[config.mk]
export PLATFORM = sky130hd
export DESIGN_NAME = stopwatch_control
export DESIGN_NICKNAME = d
export VERILOG_FILES = /design/src/rtl/stopwatch_pkg.sv /design/src/rtl/button_debouncer.sv /design/src/rtl/stopwatch_control.sv
export SDC_FILE = /design/constraint.sdc
export NUM_CORES = 1
export LEC_CHECK = 0
export CORE_MARGIN = 2
export CORE_UTILIZATION = 60
export CTS_BUF_LIST = sky130_fd_sc_hd__clkbuf_8
export DETAILED_ROUTE_END_ITERATION = 7
export GPL_ROUTABILITY_DRIVEN = 0
export PLACE_DENSITY = 0.79
export SLEW_MARGIN = 10
export SYNTH_ARGS = -nofsm -noshare
export SYNTH_HDL_FRONTEND = slang
export SYNTH_SLANG_ARGS = --single-unit
[constraint.sdc]
create_clock -name clk -period 2.1 [get_ports clk]
set_input_delay 0.21 -clock clk [delete_from_list [all_inputs] [get_ports clk]]
set_output_delay 0.21 -clock clk [all_outputs]
set_load 0.005 [all_outputs]
[src/rtl/stopwatch_pkg.sv]
// Shared definitions for the stopwatch front-end control stage:
// FSM state encoding and the default debounce interval.
package stopwatch_pkg;

   typedef enum logic [1:0] {
      IDLE    = 2'b00,
      RUNNING = 2'b01,
      PAUSED  = 2'b10
   } sw_state_t;

   // 10 ms at 100 MHz
   localparam int DEBOUNCE_CYCLES_DEFAULT = 1000000;

endpackage

[src/rtl/button_debouncer.sv]
// Two-flop synchroniser, hold-time debounce counter and one-cycle press pulse
// for a single raw pushbutton.
module button_debouncer
   import stopwatch_pkg::*;
#(
   parameter int DEBOUNCE_CYCLES = DEBOUNCE_CYCLES_DEFAULT,
   parameter int CNT_W           = $clog2(DEBOUNCE_CYCLES)
) (
   input  logic clk,
   input  logic reset,
   input  logic btn,
   output logic level,
   output logic press
);

   localparam logic [CNT_W-1:0] CNT_MAX = CNT_W'(DEBOUNCE_CYCLES - 1);

   logic             sync_1;
   logic             sync_2;
   logic             level_prev;
   logic [CNT_W-1:0] count;

   always_ff @(posedge clk) begin
      if (reset) begin
         sync_1     <= 1'b0;
         sync_2     <= 1'b0;
         level      <= 1'b0;
         level_prev <= 1'b0;
         press      <= 1'b0;
         count      <= '0;
      end else begin
         sync_1     <= btn;
         sync_2     <= sync_1;
         level_prev <= level;
         press      <= level & ~level_prev;
         // Any cycle of agreement restarts the hold interval, so glitches never leak through.
         if (sync_2 == level) begin
            count <= '0;
         end else if (count == CNT_MAX) begin
            level <= sync_2;
            count <= '0;
         end else begin
            count <= count + 1'b1;
         end
      end
   end

endmodule

[src/rtl/stopwatch_control.sv]
// Run/pause/idle control for the stopwatch datapath: debounces the two buttons
// and drives the stop level and a one-cycle clear pulse.
module stopwatch_control
   import stopwatch_pkg::*;
#(
   parameter int DEBOUNCE_CYCLES = DEBOUNCE_CYCLES_DEFAULT,
   parameter int CNT_W           = $clog2(DEBOUNCE_CYCLES)
) (
   input  logic       clk,
   input  logic       reset,
   input  logic       btn_start_stop,
   input  logic       btn_clear,
   output logic       stop,
   output logic       clear,
   output logic       running,
   output logic [1:0] state
);

   sw_state_t state_q;
   logic      ss_press;
   logic      clr_press;
   logic      unused_ss_level;
   logic      unused_clr_level;

   button_debouncer #(
      .DEBOUNCE_CYCLES (DEBOUNCE_CYCLES),
      .CNT_W           (CNT_W)
   ) u_ss_debounce (
      .clk   (clk),
      .reset (reset),
      .btn   (btn_start_stop),
      .level (unused_ss_level),
      .press (ss_press)
   );

   button_debouncer #(
      .DEBOUNCE_CYCLES (DEBOUNCE_CYCLES),
      .CNT_W           (CNT_W)
   ) u_clr_debounce (
      .clk   (clk),
      .reset (reset),
      .btn   (btn_clear),
      .level (unused_clr_level),
      .press (clr_press)
   );

   assign state = state_q;

   // stop/running are registered alongside state so they change on the same edge.
   always_ff @(posedge clk) begin
      if (reset) begin
         state_q <= IDLE;
         stop    <= 1'b1;
         clear   <= 1'b0;
         running <= 1'b0;
      end else begin
         clear <= 1'b0;
         case (state_q)
            IDLE: begin
               if (clr_press) begin
                  clear <= 1'b1;
               end else if (ss_press) begin
                  state_q <= RUNNING;
                  stop    <= 1'b0;
                  running <= 1'b1;
               end
            end
            RUNNING: begin
               // Clear is deliberately ignored while the count is advancing.
               if (ss_press) begin
                  state_q <= PAUSED;
                  stop    <= 1'b1;
                  running <= 1'b0;
               end
            end
            PAUSED: begin
               if (clr_press) begin
                  state_q <= IDLE;
                  clear   <= 1'b1;
               end else if (ss_press) begin
                  state_q <= RUNNING;
                  stop    <= 1'b0;
                  running <= 1'b1;
               end
            end
            default: begin
               state_q <= IDLE;
               stop    <= 1'b1;
               running <= 1'b0;
            end
         endcase
      end
   end

endmodule

# Word-level counts from Yosys, hierarchy flattened
# Cells that the tools add are included.
# W data, S select, Z words.
# totals
elab_cells	56
register_bits	55
# classes
bitwise	7
n_addsub	2
n_reduce_logical	9
n_mux	12
eq_ne	10
# ops
cell	n
$add A20 B1 Y20 const B	2
$eq A20 B20 Y1 const B	2
$mux W2	4
$pmux W2 S3	1
$reduce_and A2 Y1	3
$reduce_or A3 Y1	2
$mux W1	5
$not A1 Y1	5
$ne A2 B1 Y1 const B	2
$ne A2 B2 Y1 const B	2
$pmux W1 S2	2
$reduce_or A2 Y1	2
$reduce_and A3 Y1	1
$and A1 B1 Y1	2
$eq A1 B1 Y1	2
$eq A2 B1 Y1 const B	1
$eq A2 B2 Y1 const B	1
$logic_not A2 Y1	1

# Longest topological paths before layout
# logic_depth
ltp_word	4
mapped_depth	6

# Hierarchy
# From an unflattened synthesis, not the netlist that was laid out.
# unflattened
hier_cells	255
area_unflattened_um2	2467.4
# by_module_without_submodules
module	instances	seq_area_each_um2	cells_per_inst	area_each_um2
button_debouncer	2	500.5	117	1137.3
stopwatch_control	1	100.1	21	192.7

# Worst setup path after synthesis
# Ideal clock, no wire load.
# synth_timing
kind	reg-to-reg
from	register u_ss_debounce.count[2]
to	register u_ss_debounce.count[19]
path_stages_with_launch	6
t_required_ps	2034
synth_period_minus_slack_ps	1533
slack_ps	567
n_path_buf	1
setup_ps	66
t_arrival_ps	1467
cell_sequence	dfxtp_1 > nand3_2 > or2_0 > buf_2 > or4_4 > a21oi_2
# synth_via
elab_chain_len	2
# synth_rtl
item	line_no	text
start: declaration	button_debouncer.sv:21	logic [CNT_W-1:0] count;
start signal: assignment	button_debouncer.sv:43	count <= count + 1'b1;
branches (longest 2 deep; another with $add A20 B1 Y20)	-	
# Parallel ways; which one is timed is not known.
# A chain may end at the register's enable or synchronous reset.

# Final worst setup path
# Same ends and word-level chain as after synthesis.

==> reports/results.tsv <==
stage	metric	value	unit
global_routing	largest net degree at the start of global routing	21	
synth	number of synthesized register bits	55	
global_routing	GR peak layer	met2	
sta	Worst-Margin Slew	409	ps
synth	Post-synth EDFFs	0	
clock_network	Clock Latency Late Sink	310	ps
synth	Synth Warn #	0	
floorplan	Rows	22	
synth	Post-synth top flop	dfxtp_1	
synth	Cells after Synth	260	
clock_network	CTS Buf Count	5	
drt	DRT Wirelength	4030	um
finish	layout net count	277	
finish	layout cells sized above 1	8.82	%
sta	final hold violation count	0	
sta	final clock skew	8.27	ps
clock_network	Max H-tree Level	2	
synth	Yosys cell types	41	
sta	period utilisation layout	80.2	%
global_routing	total track usage	21.0	%
synth	Post-Syn Area	0.00235	mm^2
drt	Via density	5.64	
sta	Final setup viols	0	
clock_network	clk root buf	clkbuf_8	
power	Power Density	718	mW/mm^2
floorplan	Die Y	66.6	um
sta	relative slew slack	72.7	%
critical_path	worst path cell trace	nand3_2 -> or2_0 -> or4_4 -> a21oi_2	
critical_path	max incr delay on CP	530	ps
critical_path	CP max stage cell	or4_4	
sta	TNS Setup	0	ps
floorplan	Die Wd	66.6	um
clock_network	clock sinks	55	
place	# port buffers	8	
clock_network	Clock transition at path regs	90	ps
floorplan	core area	0.00372	mm^2
critical_path	Setup crit end kind	flop	
drt	routed len/inst	12.6	um
run_status	status	finished clean	
sta	RSZ-0062 raised after global routing	no	
clock_network	setup bufs post-CTS	0	
clock_network	cts hold-fix bufs	0	
critical_path	Worst Path Arrival	1940	ps
drt	1st-iter DRT viols	122	
place	Placed Instances	312	
global_routing	GR Layer Usage met1	27.0	%
floorplan	Starting Density	63.3	%
place	detailed placement HPWL	2890	um
clock_network	CTS max path bufs	2	
drt	post-route antenna net violation count	0	
synth	Seq/Total Area, Yosys	46.8	%
finish	Cell Count, Final, Fillers Out	320	
critical_path	worst path required time	2350	ps
sta	Final min period	1690	ps
synth	syn_area_per_cell	9.04	um^2
floorplan	io pins	9	
synth	Post-synth ARST share	0	%
critical_path	crit path kind	flop to flop	
power	LEAKAGE	0.841	nW
finish	finished layout cell area	0.00261	mm^2
floorplan	Die ar.	0.00443	mm^2
critical_path	crit start category	flop	
hold_path	HP Class	flop to flop	
sta	Max Clk Rate	0.593	GHz
flow_run	Max Cap Viol	0	
drt	Initial DRT Pass Iterations	4	
global_routing	GR Layer Usage met2	34.0	%
clock_network	CTS tree	yes	
critical_path	critical path peak fanout	9	
finish	Inserted Diodes	0	
synth	Mapped Nets	266	
global_routing	vias in the first global route	1614	
global_routing	met3 GRT Util	6.25	%
global_routing	initial antenna violation count	0	
clock_network	Resized Gates After CTS	0	
global_routing	GRT overflow	0	
power	maximum vdd ir drop	0.000439	V
drt	total number of vias	1804	
place	placed inst area	0.00248	mm^2
global_routing	global-route wire length before repair	7040	um
drt	DRC Markers	0	
sta	Slew Viols, Final	0	
finish	Area Growth Syn to Fin	11.0	%
==> layout by cell type, fill, tap and decap left out, drive strengths merged, types with 2 or more instances in the layout <==
cell type,netlist,layout
or3,11,11
clkbuf,3,5
dfxtp,55,55
nor4b,3,3
o21a,2,2
and4,3,3
or4,5,5
xor2,16,16
nand2,12,12
clkdlybuf4s50,0,8
nand3b,2,2
o21ai,13,13
a21oi,19,19
nand2b,2,2
xnor2,7,7
o31ai,4,4
nor2,29,29
nor3,3,3
ha,2,2
buf,5,4
nand3,19,19
nand4,9,9
nor3b,3,3
and3,10,10
nor2b,8,8
and2,2,2
inv,7,8
bufinv,0,2
==> metrics by stage <==
| step | hold slack, ps | worst slack, ps | power [mW] | utilization, % |
|---|---|---|---|---|
| after floorplan | 282 | 567 | 1.09 | - |
| after global placement | 372 | 439 | 1.10 | 66.7 |
| after detailed placement | 380 | 433 | 1.10 | 66.7 |
| after CTS | 394 | 417 | 1.89 | 70.2 |
| after global routing | 409 | 264 | 1.95 | 70.2 |
| final | 391 | 415 | 1.88 | 70.2 |
==> synth_stat cells, drive strengths merged (4+ instances only) <==
cell   instances  share of area (%)
or3           11                3.0
or4            5                1.8
nand3         19                4.7
xor2          16                6.0
nor2          29                4.6
dfxtp         55                 47
xnor2          7                2.6
o21ai         13                2.9
nand2         12                1.9
inv            7                1.1
buf            5                1.3
o31ai          4                1.3
nand4          9                3.0
nor2b          8                2.1
a21oi         19                4.2
and3          10                2.8
==> report_power, final <==
part	switching (mW)	leakage, nW	internal (mW)	total (mW)
Combinational	0.0136	0.328	0.0127	0.0262
Sequential	0.00329	0.444	1.05	1.05
Clock	0.328	0.0695	0.471	0.799
Total	0.344	0.841	1.53	1.88
==> kinds of logic after synthesis <==
| logic type | after synthesis | synth area share [%] |
|---|---|---|
| buf+inv | 15 | 2.98 |
| compound gates | 40 | 9.85 |
| flops | 55 | 46.8 |
| fa+ha+maj | 2 | 1.06 |
| xor+xnor | 23 | 8.57 |
| simple gates | 125 | 30.7 |
==> path summary, 6_finish.rpt <==
kind                                                           end                                 start  slack, ps  cells past startpoint
worst max register to register  u_ss_debounce.count[19]$_SDFF_PP0_     u_ss_debounce.count[2]$_SDFF_PP0_        410                      4
worst min-delay path               u_clr_debounce.press$_SDFF_PP0_  u_clr_debounce.level_prev$_SDFF_PP0_        390                      1
worst max-delay path            u_ss_debounce.count[19]$_SDFF_PP0_     u_ss_debounce.count[2]$_SDFF_PP0_        410                      4
worst min register to register     u_clr_debounce.press$_SDFF_PP0_  u_clr_debounce.level_prev$_SDFF_PP0_        390                      1
==> critical path, delay by kind of cell, from the launching register on <==
kind | cells | cell delay [ps]
and+or+nand+nor | 3 | 1070
DFF | 1 | 430
AOI/OAI and AO/OA | 1 | 130
==> routing by layer <==
metal  routed length, um  part of all wire (%)  vias to the layer above
met1                2020                    50                      831
met3                 153                   3.8                        6
li1                    -                     -                      940
met4                  55                   1.4                        0
met2                1800                    45                       27
met5                   0                     0                        -
==> cell type report <==
class / count / area (um^2)
multi-input combinational: 190 / 1180
fill: 281 / 1110
inverter: 7 / 26.3
timing repair buffer: 12 / 110
clock inverter: 3 / 63.8
sequential: 55 / 1100
clock buffer: 5 / 68.8
tap: 48 / 60.1
Power figures use the tool's default switching activity.
